==> config.mk <==
export PLATFORM = sky130hd
export DESIGN_NAME = button_conditioner_flat
export DESIGN_NICKNAME = d
export VERILOG_FILES = /design/src/rtl/button_conditioner_if.sv /design/src/rtl/button_conditioner.sv /design/src/flat_wrapper.sv
export SDC_FILE = /design/constraint.sdc
export NUM_CORES = 1
export LEC_CHECK = 0
export BUFFER_PORTS_ARGS = -buffer_cell sky130_fd_sc_hd__buf_2
export CAP_MARGIN = 10
export CORE_ASPECT_RATIO = 1.25
export CORE_MARGIN = 2
export CORE_UTILIZATION = 55
export DETAILED_ROUTE_END_ITERATION = 6
export HOLD_SLACK_MARGIN = 0.06
export PLACE_DENSITY = 0.75
export SETUP_SLACK_MARGIN = 0.02
export SYNTH_ARGS = -nofsm -noshare
export SYNTH_HDL_FRONTEND = slang
export SYNTH_SLANG_ARGS = --single-unit
==> constraint.sdc <==
create_clock -name Clk -period 4.5 [get_ports Clk]
set_input_delay 0.45 -clock Clk [delete_from_list [all_inputs] [get_ports Clk]]
set_output_delay 0.45 -clock Clk [all_outputs]
set_load 0.03 [all_outputs]
==> src/rtl/button_conditioner_if.sv <==
// Board-side key/switch bundle for the multiplier front end.
// master: the board (drives raw keys/switches, sees the clean signals).
// slave:  the conditioner (reads raw keys/switches, drives the clean signals).
interface button_conditioner_if #(
  parameter int SW_WIDTH = 8
);
  logic                Run_n;
  logic                Reset_Load_Clear_n;
  logic [SW_WIDTH-1:0] SW_raw;
  logic                Run;
  logic                Reset_Load_Clear;
  logic [SW_WIDTH-1:0] SW;
  logic                SW_Frozen;

  modport master (
    output Run_n, Reset_Load_Clear_n, SW_raw,
    input  Run, Reset_Load_Clear, SW, SW_Frozen
  );

  modport slave (
    input  Run_n, Reset_Load_Clear_n, SW_raw,
    output Run, Reset_Load_Clear, SW, SW_Frozen
  );
endinterface

==> src/rtl/button_conditioner.sv <==
// Input conditioner for the 8-bit add-shift multiplier.
// Synchronizes and debounces the active-low Run and Reset/Load/Clear keys,
// synchronizes the operand switches and freezes them while Run is held.
// Reset/Load/Clear has priority: while it is down, Run is forced low.
// Optional build macro RUN_PULSE_EN: Run becomes a one-cycle pulse on the
// press instead of a level that lasts for the whole key press.
// Every output is driven from registers only; no input reaches an output
// combinationally.
module button_conditioner #(
  parameter int DEBOUNCE_CYCLES = 50000,
  parameter int SW_WIDTH        = 8
) (
  input logic                 Clk,
  input logic                 Reset,
  button_conditioner_if.slave bus
);

  localparam int CNT_W    = $clog2(DEBOUNCE_CYCLES + 1);
  localparam int NUM_KEYS = 2;
  localparam int KEY_RUN  = 0;
  localparam int KEY_RLC  = 1;
  localparam logic [CNT_W-1:0] CNT_LAST = CNT_W'(DEBOUNCE_CYCLES - 1);

  logic [NUM_KEYS-1:0] key_raw;
  logic [NUM_KEYS-1:0] key_state;

  assign key_raw[KEY_RUN] = bus.Run_n;
  assign key_raw[KEY_RLC] = bus.Reset_Load_Clear_n;

  // Both keys share the same synchronizer + debouncer; the state is kept in
  // the key's raw (active-low) sense so reset means "released".
  generate
    for (genvar gi = 0; gi < NUM_KEYS; gi++) begin : g_key
      logic             meta_reg;
      logic             sync_reg;
      logic             state_reg;
      logic [CNT_W-1:0] cnt_reg;

      // Two-flop synchronizer resting at the released (high) level.
      always_ff @(posedge Clk or posedge Reset) begin
        if (Reset) begin
          meta_reg <= 1'b1;
          sync_reg <= 1'b1;
        end else begin
          meta_reg <= key_raw[gi];
          sync_reg <= meta_reg;
        end
      end

      // Flip the state only after DEBOUNCE_CYCLES consecutive disagreeing
      // samples; any agreeing sample restarts the count.
      always_ff @(posedge Clk or posedge Reset) begin
        if (Reset) begin
          state_reg <= 1'b1;
          cnt_reg   <= '0;
        end else if (sync_reg == state_reg) begin
          cnt_reg <= '0;
        end else if (cnt_reg == CNT_LAST) begin
          state_reg <= sync_reg;
          cnt_reg   <= '0;
        end else begin
          cnt_reg <= cnt_reg + CNT_W'(1);
        end
      end

      assign key_state[gi] = state_reg;
    end
  endgenerate

  logic run_lvl;
  logic rlc_lvl;

  assign run_lvl = ~key_state[KEY_RUN];
  assign rlc_lvl = ~key_state[KEY_RLC];

  logic [SW_WIDTH-1:0] sw_meta_reg;
  logic [SW_WIDTH-1:0] sw_sync_reg;
  logic [SW_WIDTH-1:0] sw_out_reg;

  // Two-flop synchronizer for the operand switches.
  always_ff @(posedge Clk or posedge Reset) begin
    if (Reset) begin
      sw_meta_reg <= '0;
      sw_sync_reg <= '0;
    end else begin
      sw_meta_reg <= bus.SW_raw;
      sw_sync_reg <= sw_meta_reg;
    end
  end

  // Operand tracks the switches except while Run is held down, so the
  // multiplier never sees it change mid-multiply.
  always_ff @(posedge Clk or posedge Reset) begin
    if (Reset) begin
      sw_out_reg <= '0;
    end else if (!run_lvl) begin
      sw_out_reg <= sw_sync_reg;
    end
  end

`ifdef RUN_PULSE_EN
  logic run_lvl_d_reg;

  // Previous debounced Run level, used to find the press edge.
  always_ff @(posedge Clk or posedge Reset) begin
    if (Reset) begin
      run_lvl_d_reg <= 1'b0;
    end else begin
      run_lvl_d_reg <= run_lvl;
    end
  end

  // A press that happens (or is still held) while Reset/Load/Clear is down
  // never produces a pulse, even after Reset/Load/Clear is released.
  assign bus.Run = run_lvl & ~run_lvl_d_reg & ~rlc_lvl;
`else
  assign bus.Run = run_lvl & ~rlc_lvl;
`endif

  assign bus.Reset_Load_Clear = rlc_lvl;
  assign bus.SW               = sw_out_reg;
  assign bus.SW_Frozen        = run_lvl;

endmodule

==> src/flat_wrapper.sv <==
// flat-port wrapper written by rule: the top's interface ports become plain ports
module button_conditioner_flat 
#(
  parameter int DEBOUNCE_CYCLES = 50000,
  parameter int SW_WIDTH        = 8
)
  (Clk, Reset, bus_Run_n, bus_Reset_Load_Clear_n, bus_SW_raw, bus_Run, bus_Reset_Load_Clear, bus_SW, bus_SW_Frozen);
  button_conditioner_if #(.SW_WIDTH(SW_WIDTH)) bus_i ();
  input logic Clk;
  input logic Reset;
  input wire logic [$bits(bus_i.Run_n)-1:0] bus_Run_n;
  input wire logic [$bits(bus_i.Reset_Load_Clear_n)-1:0] bus_Reset_Load_Clear_n;
  input wire logic [$bits(bus_i.SW_raw)-1:0] bus_SW_raw;
  output wire logic [$bits(bus_i.Run)-1:0] bus_Run;
  output wire logic [$bits(bus_i.Reset_Load_Clear)-1:0] bus_Reset_Load_Clear;
  output wire logic [$bits(bus_i.SW)-1:0] bus_SW;
  output wire logic [$bits(bus_i.SW_Frozen)-1:0] bus_SW_Frozen;
  assign bus_i.Run_n = bus_Run_n;
  assign bus_i.Reset_Load_Clear_n = bus_Reset_Load_Clear_n;
  assign bus_i.SW_raw = bus_SW_raw;
  assign bus_Run = bus_i.Run;
  assign bus_Reset_Load_Clear = bus_i.Reset_Load_Clear;
  assign bus_SW = bus_i.SW;
  assign bus_SW_Frozen = bus_i.SW_Frozen;
  button_conditioner #(.DEBOUNCE_CYCLES(DEBOUNCE_CYCLES), .SW_WIDTH(SW_WIDTH)) u_core (.Clk(Clk), .Reset(Reset), .bus(bus_i));
endmodule
==> impl_metrics.tcl <==
set metrics [dict create \
    status "finished clean" \
    yosysWarnings 0 \
    antenna_found_initial 0 \
    dp_cells 287 \
    syn_inst 209 \
    grt_pass1_vias 1548 \
    final_area_um2 2864 \
    cts-htree-levels 3 \
    chipWidth_um 64.56 \
    setup_tns_ns 0 \
    synthArstFlopShare_pct 100.0 \
    rsz0062_at_grt "false" \
    avgSynthCellArea_um2 12.06 \
    cts-resized-gates 0 \
    synth_top_cell_by_area "dfrtp_1" \
    grt_max_degree 63 \
    clock-sinks 62 \
    timing.final.ws_setup_ns 2.436 \
    initial_core_util_pct 57.41 \
    cts_buffers 9 \
    final_nets 254 \
    place_congestion 0.8153 \
    dr.pass1.iters 4 \
    min_period_over_period_pct 45.86 \
    powerDensity_nw_per_um2 362.0 \
    leakagePower_nw 1.255 \
    ant_nets 0 \
    synthDistinctLibCells 24 \
    synth-edff-count 0 \
    hpwl_mm 2.589 \
    start_kind "flop" \
    dieArea_um2 5145 \
    coreArea_um2 4392 \
    critical_path_class "flop to flop" \
    ys_seq_area_share_pct 61.84 \
    worst_pin_slew_ns 0.8779 \
    synthesis.nets 223 \
    worstPathArrival_ns 2.24 \
    required_ns 4.68 \
    portBuffers 22 \
    drv_slew 0 \
    cp_slowest_cell "o41ai_4" \
    hold_viol_final 0 \
    path_clk_slew_ns 0.07 \
    netlist_area_um2 2521 \
    ys_ff_latch 62 \
    drt_iter0_drc 91 \
    die_h_um 79.70 \
    place_area_um2 2685 \
    fin_util_pct 65.21 \
    cpPeakStageDelay_ns 0.85 \
    whs_ns 0.2117 \
    cts_tree "built" \
    viasPerCell 5.149 \
    diodes 0 \
    grt_use_total_pct 17.82 \
    cts_max_path_buffers 2 \
    route.detailed.drc 0 \
    grt_pass1_wl_mm 6.755 \
    fmax_mhz 484.6 \
    holdCritPathClass "input port to flop" \
    relSlewSlack_pct 41.28 \
    synthTopCellsByCount "dfrtp_1, nor2_1, xnor2_1" \
    ios 23 \
    drv_cap 0 \
    clock_latency_ns 0.33 \
    synth_flop_cell "dfrtp_1" \
    wl_per_cell_um 12.79 \
    crit_fanout 16 \
    crit_path_end_kind "flop" \
    synth.most_common_cell "dfrtp_1" \
    rows 27 \
    clock_skew_ns 0.009839 \
    synth_area_leaders "dfrtp_1, xnor2_1, dfstp_2" \
    finalSetupViolCount 0 \
    wl_mm 3.875 \
    yosysTopAreaCellShare_pct 55.58 \
    root_buffer "clkbuf_8" \
    grt_overflow 0 \
    period_needed_ns 2.064 \
    largest_reg_flops 32 \
    fin_cells 303 \
    power.total_mw 1.037 \
    post-place-ws_ns 2.402 \
    vdd_ir_drop_max_uv 472.5 \
    vias 1560 \
    areaGrowthSynthToFinish_pct 13.60 \
    drive_gt1_share_pct 24.08 \
    post-cts-setup-buffer-count 0 \
    nFillCells 331 \
    ctsHoldBuffers 0 \
    path_cells "nor4b_2, nand3b_1, o41ai_4, nor2_1" \
]
-- area by class of cell --
cell class,instances,area (µm²),share of cell area (%)
clock buffers,13,158.9,5.548
clock inverters,3,20.02,0.6990
inverters,10,37.54,1.311
multi-input cells,134,898.4,31.37
flip-flops and latches,62,1559,54.43
well taps,58,72.57,2.534
repair buffers,23,117.6,4.107
-- power by group --
group          switching [mW]  internal (mW)  total (mW)
Combinational          0.0199         0.0101      0.0300
Clock                   0.198          0.229       0.427
Sequential            0.00739          0.572       0.580
-- logic make-up (layout without fill, tap and decap cells) --
family	after synthesis	in the layout	synth area share, %
buf+inv	13	49	2.531
flops	62	62	61.84
simple gates	89	89	17.37
compound gates	4	4	2.729
mux	10	10	4.467
xor+xnor	29	29	10.07
fa+ha+maj	2	2	0.9924
-- worst paths after layout --
path / from / to / slack, ns / cells after the start
worst min-delay path: bus_Run_n / u_core.g_key[0].meta_reg / 0.21 / 1
min in group asynchronous: Reset / u_core.bus.SW[2] / 0.32 / 3
worst max-delay path: u_core.g_key[0].cnt_reg[11] / u_core.g_key[0].cnt_reg[9] / 2.44 / 4
worst max register to register: u_core.g_key[0].cnt_reg[11] / u_core.g_key[0].cnt_reg[9] / 2.44 / 4
worst min register to register: u_core.sw_meta_reg[0] / u_core.sw_sync_reg[0] / 0.35 / 0
max in group asynchronous: Reset / u_core.g_key[1].cnt_reg[9] / 3.69 / 3
-- layer usage --
layer | track usage [%] | part of all wire [%]
met1 | 21.05 | 45
met2 | 28.85 | 51
met3 | 7.193 | 2.9
met4 | 7.447 | 1.3
met5 | 0 | 0
-- layout by cell type, fill, tap and decap left out, types with 3 or more instances in the layout --
master and count:
dfstp_2 6, nand2_1 7, inv_1 9, nor3_1 7, mux2_2 10, clkbuf_8 11, xnor2_1 24, nor2_1 39
or3_1 3, nand4_1 7, buf_2 22, xor2_1 5, nand3_1 11, dfrtp_1 56, nor4_1 9
-- critical path: cells and delay by family (launching register included) --
kind,cells,cell delay [ns]
AO/OA/AOI/OAI,1,0.85
AND/OR/NAND/NOR,3,0.61
flip-flops,1,0.44
No activity file was read; power rests on OpenSTA's default activity.
